### src/rtl/usrt_link_ctrl.sv
// APB-slave controller for the USRT serializer/deserializer pair: register file,
// TX byte FIFO with framing FSM, RX frame checking, baud-rate tick and interrupt.
module usrt_link_ctrl #(
  parameter int         TX_DEPTH = 4,
  parameter logic [7:0] BAUD_DIV = 8'd16
) (
  input  logic        pClk,
  input  logic        pReset,
  input  logic        pSelect,
  input  logic        pEnable,
  input  logic        pWrite,
  input  logic [32:0] pAddress,
  input  logic [7:0]  pWData,
  output logic [7:0]  pRData,
  output logic        pReady,
  output logic [10:0] txFrame,
  output logic        txLoad,
  input  logic        txBusy,
  input  logic [10:0] rxFrame,
  input  logic        rxValid,
  output logic        baudTick,
  output logic        irq
);

  localparam int AW = (TX_DEPTH > 1) ? $clog2(TX_DEPTH) : 1;
  localparam int CW = AW + 1;

  localparam logic [1:0] S_IDLE  = 2'd0;
  localparam logic [1:0] S_LOAD  = 2'd1;
  localparam logic [1:0] S_WBUSY = 2'd2;
  localparam logic [1:0] S_WDONE = 2'd3;

  localparam logic [1:0] A_DATA   = 2'd0;
  localparam logic [1:0] A_STATUS = 2'd1;
  localparam logic [1:0] A_CTRL   = 2'd2;
  localparam logic [1:0] A_BAUD   = 2'd3;

  function automatic logic even_parity(input logic [7:0] d);
    return ^d;
  endfunction

  function automatic logic [10:0] make_frame(input logic [7:0] d);
    return {1'b1, even_parity(d), d, 1'b0};
  endfunction

  logic [7:0]  r_rdata;
  logic        r_ready;
  logic        r_enable, r_txie, r_rxie;
  logic [7:0]  r_baud;
  logic [7:0]  r_rx_byte;
  logic        r_rx_full, r_overrun, r_par_err, r_frm_err, r_tx_ovf;
  logic [1:0]  r_state;
  logic [CW-1:0] r_count;
  logic [AW-1:0] r_wptr, r_rptr;
  logic [7:0]  r_mem [TX_DEPTH];
  logic [10:0] r_tx_frame;
  logic        r_tx_load;
  logic [7:0]  r_baud_cnt;
  logic        r_tick;
  logic        r_irq;

  logic        w_access, w_wr, w_rd;
  logic [1:0]  w_addr;
  logic        w_wr_data, w_rd_data, w_wr_ctrl, w_wr_baud, w_clr;
  logic        w_full, w_empty, w_active, w_start, w_push, w_ovf_set;
  logic [1:0]  w_state_n;
  logic [CW-1:0] w_count_n;
  logic [7:0]  w_status, w_rd_val;
  logic        w_rx_full_n, w_ovr_set, w_frm_set, w_par_set;
  logic [7:0]  w_rx_byte_n;
  logic        w_ovr_n, w_par_n, w_frm_n, w_txovf_n;
  logic        w_en_n, w_txie_n, w_rxie_n, w_irq_n;
  logic [7:0]  w_baud_max;
  logic        w_run;
  logic        w_unused_addr;

  assign w_unused_addr = ^{pAddress[32:4], pAddress[1:0]};

  // A transfer commits only once: the cycle pReady is high is not a new access.
  assign w_access  = pSelect & pEnable & ~r_ready;
  assign w_wr      = w_access & pWrite;
  assign w_rd      = w_access & ~pWrite;
  assign w_addr    = pAddress[3:2];
  assign w_wr_data = w_wr & (w_addr == A_DATA);
  assign w_rd_data = w_rd & (w_addr == A_DATA);
  assign w_wr_ctrl = w_wr & (w_addr == A_CTRL);
  assign w_wr_baud = w_wr & (w_addr == A_BAUD);
  assign w_clr     = w_wr_ctrl & pWData[3];

  assign w_full    = (r_count == CW'(TX_DEPTH));
  assign w_empty   = (r_count == {CW{1'b0}});
  assign w_active  = (r_state != S_IDLE);
  assign w_start   = (r_state == S_IDLE) & r_enable & ~w_empty;
  assign w_push    = w_wr_data & (~w_full | w_start);
  assign w_ovf_set = w_wr_data & w_full & ~w_start;

  assign w_status = {r_tx_ovf, w_active, r_frm_err, r_par_err,
                     r_overrun, r_rx_full, w_empty, w_full};

  always_comb begin
    w_rd_val = 8'd0;
    case (w_addr)
      A_DATA:   w_rd_val = r_rx_byte;
      A_STATUS: w_rd_val = w_status;
      A_CTRL:   w_rd_val = {5'd0, r_rxie, r_txie, r_enable};
      A_BAUD:   w_rd_val = r_baud;
      default:  w_rd_val = 8'd0;
    endcase
  end

  always_comb begin
    w_state_n = r_state;
    case (r_state)
      S_IDLE:  if (w_start) w_state_n = S_LOAD;  else w_state_n = S_IDLE;
      S_LOAD:  w_state_n = S_WBUSY;
      S_WBUSY: if (txBusy)  w_state_n = S_WDONE; else w_state_n = S_WBUSY;
      S_WDONE: if (!txBusy) w_state_n = S_IDLE;  else w_state_n = S_WDONE;
      default: w_state_n = S_IDLE;
    endcase
  end

  always_comb begin
    w_count_n = r_count;
    case ({w_push, w_start})
      2'b10:   w_count_n = r_count + CW'(1);
      2'b01:   w_count_n = r_count - CW'(1);
      default: w_count_n = r_count;
    endcase
  end

  // A DATA read in the same cycle as rxValid frees the buffer for the new byte.
  always_comb begin
    w_rx_full_n = r_rx_full;
    w_rx_byte_n = r_rx_byte;
    w_ovr_set   = 1'b0;
    if (rxValid) begin
      if (r_rx_full && !w_rd_data) begin
        w_ovr_set = 1'b1;
      end else begin
        w_rx_byte_n = rxFrame[8:1];
        w_rx_full_n = 1'b1;
      end
    end else if (w_rd_data) begin
      w_rx_full_n = 1'b0;
    end else begin
      w_rx_full_n = r_rx_full;
    end
  end

  assign w_frm_set = rxValid & (rxFrame[0] | ~rxFrame[10]);
  assign w_par_set = rxValid & (rxFrame[9] != even_parity(rxFrame[8:1]));

  assign w_ovr_n   = (r_overrun & ~w_clr) | w_ovr_set;
  assign w_par_n   = (r_par_err & ~w_clr) | w_par_set;
  assign w_frm_n   = (r_frm_err & ~w_clr) | w_frm_set;
  assign w_txovf_n = (r_tx_ovf  & ~w_clr) | w_ovf_set;

  assign w_en_n   = w_wr_ctrl ? pWData[0] : r_enable;
  assign w_txie_n = w_wr_ctrl ? pWData[1] : r_txie;
  assign w_rxie_n = w_wr_ctrl ? pWData[2] : r_rxie;

  assign w_irq_n = (w_txie_n & (w_count_n == {CW{1'b0}}) & (w_state_n == S_IDLE))
                 | (w_rxie_n & w_rx_full_n) | w_ovr_n | w_par_n | w_frm_n;

  assign w_baud_max = (r_baud < 8'd2) ? 8'd1 : r_baud;
  assign w_run      = r_enable | w_active;

  always_ff @(posedge pClk or posedge pReset) begin
    if (pReset) begin
      r_ready <= 1'b0;
      r_rdata <= 8'd0;
    end else begin
      r_ready <= w_access;
      r_rdata <= w_rd ? w_rd_val : 8'd0;
    end
  end

  always_ff @(posedge pClk or posedge pReset) begin
    if (pReset) begin
      r_enable  <= 1'b0;
      r_txie    <= 1'b0;
      r_rxie    <= 1'b0;
      r_baud    <= BAUD_DIV;
      r_rx_byte <= 8'd0;
      r_rx_full <= 1'b0;
      r_overrun <= 1'b0;
      r_par_err <= 1'b0;
      r_frm_err <= 1'b0;
      r_tx_ovf  <= 1'b0;
      r_irq     <= 1'b0;
    end else begin
      r_enable  <= w_en_n;
      r_txie    <= w_txie_n;
      r_rxie    <= w_rxie_n;
      r_baud    <= w_wr_baud ? pWData : r_baud;
      r_rx_byte <= w_rx_byte_n;
      r_rx_full <= w_rx_full_n;
      r_overrun <= w_ovr_n;
      r_par_err <= w_par_n;
      r_frm_err <= w_frm_n;
      r_tx_ovf  <= w_txovf_n;
      r_irq     <= w_irq_n;
    end
  end

  always_ff @(posedge pClk) begin
    if (w_push) begin
      r_mem[r_wptr] <= pWData;
    end
  end

  // The head byte is popped and framed on the edge the FSM leaves IDLE.
  always_ff @(posedge pClk or posedge pReset) begin
    if (pReset) begin
      r_state    <= S_IDLE;
      r_count    <= {CW{1'b0}};
      r_wptr     <= {AW{1'b0}};
      r_rptr     <= {AW{1'b0}};
      r_tx_frame <= 11'h7FF;
      r_tx_load  <= 1'b0;
    end else begin
      r_state    <= w_state_n;
      r_count    <= w_count_n;
      r_wptr     <= w_push  ? r_wptr + AW'(1) : r_wptr;
      r_rptr     <= w_start ? r_rptr + AW'(1) : r_rptr;
      r_tx_frame <= w_start ? make_frame(r_mem[r_rptr]) : r_tx_frame;
      r_tx_load  <= w_start;
    end
  end

  always_ff @(posedge pClk or posedge pReset) begin
    if (pReset) begin
      r_baud_cnt <= 8'd0;
      r_tick     <= 1'b0;
    end else if (w_wr_baud || !w_run) begin
      r_baud_cnt <= 8'd0;
      r_tick     <= 1'b0;
    end else begin
      r_tick     <= (r_baud_cnt == w_baud_max - 8'd1);
      r_baud_cnt <= (r_baud_cnt == w_baud_max - 8'd1) ? 8'd0 : r_baud_cnt + 8'd1;
    end
  end

  assign pRData   = r_rdata;
  assign pReady   = r_ready;
  assign txFrame  = r_tx_frame;
  assign txLoad   = r_tx_load;
  assign baudTick = r_tick;
  assign irq      = r_irq;

endmodule

### config.mk
export PLATFORM = sky130hd
export DESIGN_NAME = usrt_link_ctrl
export DESIGN_NICKNAME = d
export VERILOG_FILES = /design/src/rtl/usrt_link_ctrl.sv
export SDC_FILE = /design/constraint.sdc
export NUM_CORES = 1
export LEC_CHECK = 0
export CAP_MARGIN = 0
export CELL_PAD_IN_SITES_DETAIL_PLACEMENT = 1
export CELL_PAD_IN_SITES_GLOBAL_PLACEMENT = 2
export CORE_MARGIN = 1.5
export CORE_UTILIZATION = 32
export DETAILED_ROUTE_END_ITERATION = 7
export GPL_ROUTABILITY_DRIVEN = 0
export PLACE_DENSITY = 0.8
export SLEW_MARGIN = 20
export SYNTH_ARGS = -nofsm -noshare
export SYNTH_HDL_FRONTEND = slang
export SYNTH_SLANG_ARGS = --single-unit
### constraint.sdc
create_clock -name pClk -period 2.8 [get_ports pClk]
set_input_delay 0.84 -clock pClk [delete_from_list [all_inputs] [get_ports pClk]]
set_output_delay 0.84 -clock pClk [all_outputs]
set_load 0.1 [all_outputs]
Word-level counts from Yosys, hierarchy flattened
Memory sizes are Yosys's and may differ from the RTL's. Index checks and enable logic that the tools add are counted.

Register bits: 63. Latch bits: 0. Memory bits (writable): 32. Memory bits (read-only): 0. Logic and storage cells: 115. Memories: 1.

Memory list: r_mem (depth 4, width 8, read ports 1, clocked after memory_dff 0, wr ports 1, line 55) `logic [7:0] r_mem [TX_DEPTH];`.

Add/subtract/negate cells: 6. $mul: 0. Divide/modulo/power cells: 0. $lt $le $gt $ge: 1. Eq/ne operators: 11. Shift operators: 0. Mux-type cells: 20. Bitwise logic cells: 42. Reductions and logical operators: 13.

Operators by type and width (number): $mux 8 (4); $pmux 8 s4 (1); $and 1x1->1 (23); $reduce_xor 8->1 (2); $mux 1 (12); $or 1x1->1 (11); $eq 2x2->1 const B (5); $add 8x1->8 const B (1); $eq 8x8->1 (1); $lt 8x2->1 const B (1); $not 1->1 (8); $pmux 2 s4 (1); $sub 8x1->8 const B (1); $eq 2x1->1 const B (3); $logic_not 2->1 (3); $logic_not 3->1 (2); $pmux 3 s2 (1); $add 2x1->2 const B (2); $add 3x1->3 const B (1); $eq 3x3->1 const B (1); $sub 3x1->3 const B (1); $logic_not 1->1 (2); $mux 2 (1); $reduce_and 2->1 (1); 4 further kinds (4).

Logic depth before layout (Yosys ltp)
Word-level depth: 14. Mapped depth: 11. Mapped depth without buffers: 10.

Least setup slack after synthesis
No wires, ideal clock.

Path type: in2reg. Start: input pAddress[2]. End: register r_irq (netlist: irq). Library setup time: 0.087 ns. Arrival time: 2.571 ns. Data required time: 2.713 ns. Slack: 0.143 ns. Stages: 7. Buffers on the path: 1. Cell sequence: clkbuf_1 or3_1 nand2_1 fa_1 mux2i_1 or3b_1 o211ai_1.

Word-level cells in the longest chain between the ends: 12. Elaborated cells on any way between the ends: 34. Classes of those cells: eq/ne (3); mux (8); bitwise (19); reduce/logical (4).

Ends and longest elaborated chain: from (decl) (line 12) `input logic [32:0] pAddress,`; $logic_not 2->1 (*) (line 84) `assign w_wr_data = w_wr & (w_addr == A_DATA);`; $and 1x1->1 (*) (line 84); $and 1x1->1 (*) (line 94) `assign w_push = w_wr_data & (~w_full | w_start);`; $eq 2x1->1 or $eq 2x2->1 (tied branches) (line 124) `case ({w_push, w_start})`; $pmux 3 s2 (*) (line 124); net w_count_n[1] (line 67) `logic [CW-1:0] w_count_n;`; $logic_not 3->1 (*) (line 162) `assign w_irq_n = (w_txie_n & (w_count_n == {CW{1'b0}}) & (w_state_n == S_IDLE))`; $and 1x1->1 (*) (2 in a row) (line 162); $or 1x1->1 (*) (4 in a row) (line 163) `| (w_rxie_n & w_rx_full_n) | w_ovr_n | w_par_n | w_frm_n;`; net w_irq_n (line 72) `logic w_en_n, w_txie_n, w_rxie_n, w_irq_n;`; to (signal assigned) (line 202) `r_irq <= w_irq_n;`; to (decl) (line 60) `logic r_irq;`.

The timed path passes the listed nets; every way through them passes the cells marked *. A chain may end at the register's enable or synchronous reset.

Worst setup path after layout
Start: input pWrite. End: register r_irq (netlist: irq).

Word-level cells in the longest chain between the ends: 12. Elaborated cells on any way between the ends: 35. Classes of those cells: eq/ne (2); mux (8); bitwise (22); reduce/logical (3).

Ends and longest elaborated chain: from (decl) (line 11) `input logic pWrite,`; $and 1x1->1 (*) (line 81) `assign w_wr = w_access & pWrite;`; $and 1x1->1 (*) (line 84); $and 1x1->1 (*) (line 94); $eq 2x1->1 or $eq 2x2->1 (tied branches) (line 124); $pmux 3 s2 (*) (line 124); net w_count_n[1] (line 67); $logic_not 3->1 (*) (line 162); $and 1x1->1 (*) (2 in a row) (line 162); $or 1x1->1 (*) (4 in a row) (line 163); net w_irq_n (line 72).

Marks and branches as above.

==> metrics.md <==
| Metric | Value |
|---|---|
| DRT iter0 DRCs | 112 |
| Initial antenna violation count | 0 |
| Logic gate share of total power | 37.7% |
| Total power | 5.19 mW |
| Worst reg2reg path startpoint | r_baud[6] |
| Fin area | 5520 sq um |
| Hold Crit Start | txFrame[0] |
| Clock Latency Late Sink | 350 ps |
| Global route total overflow | 0 |
| Cell count after synthesis | 310 |
| Outcome | completed |
| Leakage | 2.23 nW |
| Post-route ant nets | 0 |
| FMAX | 376 MHz |
| DP HPWL | 6900 microns |
| Final hold violation count | 0 |
| Util after Layout | 41.7% |
| Core area | 13,200 sq um |
| Min-Delay Endpoint | txFrame[0] |
| Hold depth | 1 |
| Global-route wire length before repair | 15,500 microns |
| DRC viols | 0 |
| ANT cells | 0 |
| I/O Pins | 82 |
| Post-synthesis area per instance | 14.0 sq um |
| Bufs on Longest Clock Path | 2 |
| Vias in the first global route | 2,996 |
| Worst r2r path cells | 11 |
| Yosys warning count | 0 |
| Max-slew headroom | 59.0% |
| Arrival time at the worst endpoint | 2920 ps |
| Post-Place Cell Area | 5170 sq um |
| DIE HEIGHT | 119 microns |
| Max-cap violations | 0 |
| CTS H-tree depth | 3 |
| Synth Flop Type | dfrtp_1 |
| Total track usage | 14.3% |
| Drt via density | 4.71 |
| Vias | 2,694 |
| CTS tree | yes |
| Largest area contributor in the netlist | dfrtp_1 |
| Post-synthesis net count | 376 |
| RSZ-0062 raised after global routing | false |
| Most common cell in the netlist | dfrtp_1 |
| Synth top cells by count | dfrtp_1 (52), edfxtp_1 (32), mux2_2 (26), nor2_1 (26), xnor2_1 (24) |
| Internal power | 3.19 mW |
| Total CTS buffers | 9 |
| Post-placement setup slack | -284 ps |
| Iteration count of the initial detailed-routing pass | 4 |
| Post-synth EDFFs | 32 |
| Slew Limit Fails | 0 |
| Async S/R FF share, synth | 66.3% |
| Total Wirelength | 9400 microns |
| CP Capture Type | register |
| Root Buffer | clkbuf_16 |
| CP max FO | 3 |
| Switch Pwr | 2.00 mW |
| FP Rows | 42 |
| Worst IR drop on VDD | 0.361 mV |
| Clock transition at path regs | 70 ps |
| Die X | 119 microns |
| Share of the yosys chip area belonging to registers | 58.9% |
| Min-delay worst type | register to register |
| Die area | 14,200 sq um |
| Mapped Area | 4330 sq um |
| Post-synth top area share | 30.0% |
| Layout cell share with drive strength beyond 1 | 35.1% |
| Setup WS post-layout | 141 ps |
| Setup-failing EPs final | 0 |
| Clk_skew | 8.43 ps |
| Initial core utilization | 32.7% |
| Startpoint Class | primary input |
| R2R Path End | r_baud_cnt[5] |
| Final worst-path cycle share | 95.0% |
| WL/cell | 16.4 microns |
| Sequential Power Share | 38.9% |
| P per Cell Area | 939 nW/um^2 |
| Setup CP Type | primary input to register |
| Netlist cell types | 57 |
| Switching share of power | 38.5% |
| Clk pwr share | 23.5% |
| Number of port buffers | 49 |
| Top cells by area, synth | dfrtp_1 (30%), edfxtp_1 (22%), mux2_2 (6.8%) |
| Num Clock Sinks | 95 |
| Synthesized flop and latch total | 95 |
| Area grow syn2layout | 27.5% |
| Nets | 457 |
| Pin slew with the least headroom to its limit | 614 ps |
| Crit path time final | 2660 ps |
| Largest net degree at the start of global routing | 64 |
| CP required | 3060 ps |
| Reg2Reg Setup Slack | 180 ps |
metal layers:
layer / track usage [%] / wire (microns) / vias to the layer above
met5: 0 / 0 / -
met3: 3.07 / 304 / 9
met4: 4.69 / 125 / 0
met2: 24.1 / 4690 / 47
met1: 18.4 / 4280 / 1375
li1: - / - / 1263
kinds of logic (layout without fill, tap and decap cells):
logic type	count (synthesis)	count (layout)	synth area share (%)
AO/OA/AOI/OAI	31	31	5.84
adder cells (fa/ha/maj)	8	8	2.43
flip-flops	95	95	58.9
multiplexers	45	45	14.7
other	1	1	0.0866
XOR/XNOR	34	34	6.87
buffers and inverters	22	108	2.08
AND/OR/NAND/NOR	74	74	9.10
state kept, by name (all words and copies together) (netlist names), 2 cells and up:
name        count
r_baud_cnt      8
txFrame        10
r_rptr          2
r_wptr          2
r_baud          8
r_mem          32
pRData          8
r_state         2
r_rx_byte       8
r_count         3
timing repair:
action	in CTS	in global routing
setup buffers	0	2
resized for setup	0	8
setup endpoints to repair	0	10
hold buffers	0	0
critical path, stage by stage:
cell and delay (ps):
clkdlybuf4s50_1 490, nand4b_1 160, or3_4 420, buf_4 150, mux2i_4 170, mux2i_1 110, or3b_1 370, o211ai_1 190
power by group through the flow:
stage               Combinational [mW]  Sequential, mW  Clock [mW]
finish                            1.95            2.02        1.22
global placement                  1.88            2.02           0
floorplan                         1.00            2.49           0
CTS                               1.95            2.02        1.26
global route                      2.10            2.06        1.30
detailed placement                1.94            2.04           0
worst max-delay path by stage:
stage                           start       endpoint  slack (ps)  cells after the start
after global routing          pEnable            irq          10                      8
after floorplan           pAddress[2]            irq         140                      7
final                          pWrite            irq         140                      8
after detailed placement      pEnable            irq        -280                      8
after CTS                   r_baud[6]  r_baud_cnt[3]          20                     11
after global placement        pSelect            irq        -250                      8
stage by stage:
stage / instances / hold slack (ps) / TNS, ps
finish: 572 / 486 / 0
global route: 572 / 514 / 0
CTS: 570 / 487 / 0
detailed placement: 554 / 475 / -2830
global placement: 554 / 473 / -2150
floorplan: 310 / 450 / 0
cells in the final DEF, fill, tap and decap left out, drive strengths merged, types with 2 or more instances in the layout:
master / instances
buf: 53
dfrtp: 52
edfxtp: 32
clkdlybuf4s50: 27
nor2: 27
mux2: 26
xnor2: 24
inv: 17
nand2: 13
dfstp: 11
mux4: 11
xor2: 10
clkbuf: 10
mux2i: 8
o21ai: 7
a31oi: 6
ha: 6
and2: 5
nand3: 4
nor2b: 4
o31ai: 4
nor3b: 4
a21oi: 3
nor3: 2
nand4b: 2
or4: 2
and3: 2
nand2b: 2
or3b: 2
a2111oi: 2
or3: 2
a21o: 2
final cells by class:
cell class / instances / area [sq um]
Clock buffer: 10 / 239
Fill cell: 1404 / 7720
Multi-Input combinational cell: 193 / 1720
Inverter: 12 / 45.0
Clock inverter: 6 / 57.6
Timing Repair Buffer: 80 / 688
Sequential cell: 95 / 2550
Tap cell: 176 / 220
No activity file was read; power rests on OpenSTA's default activity.
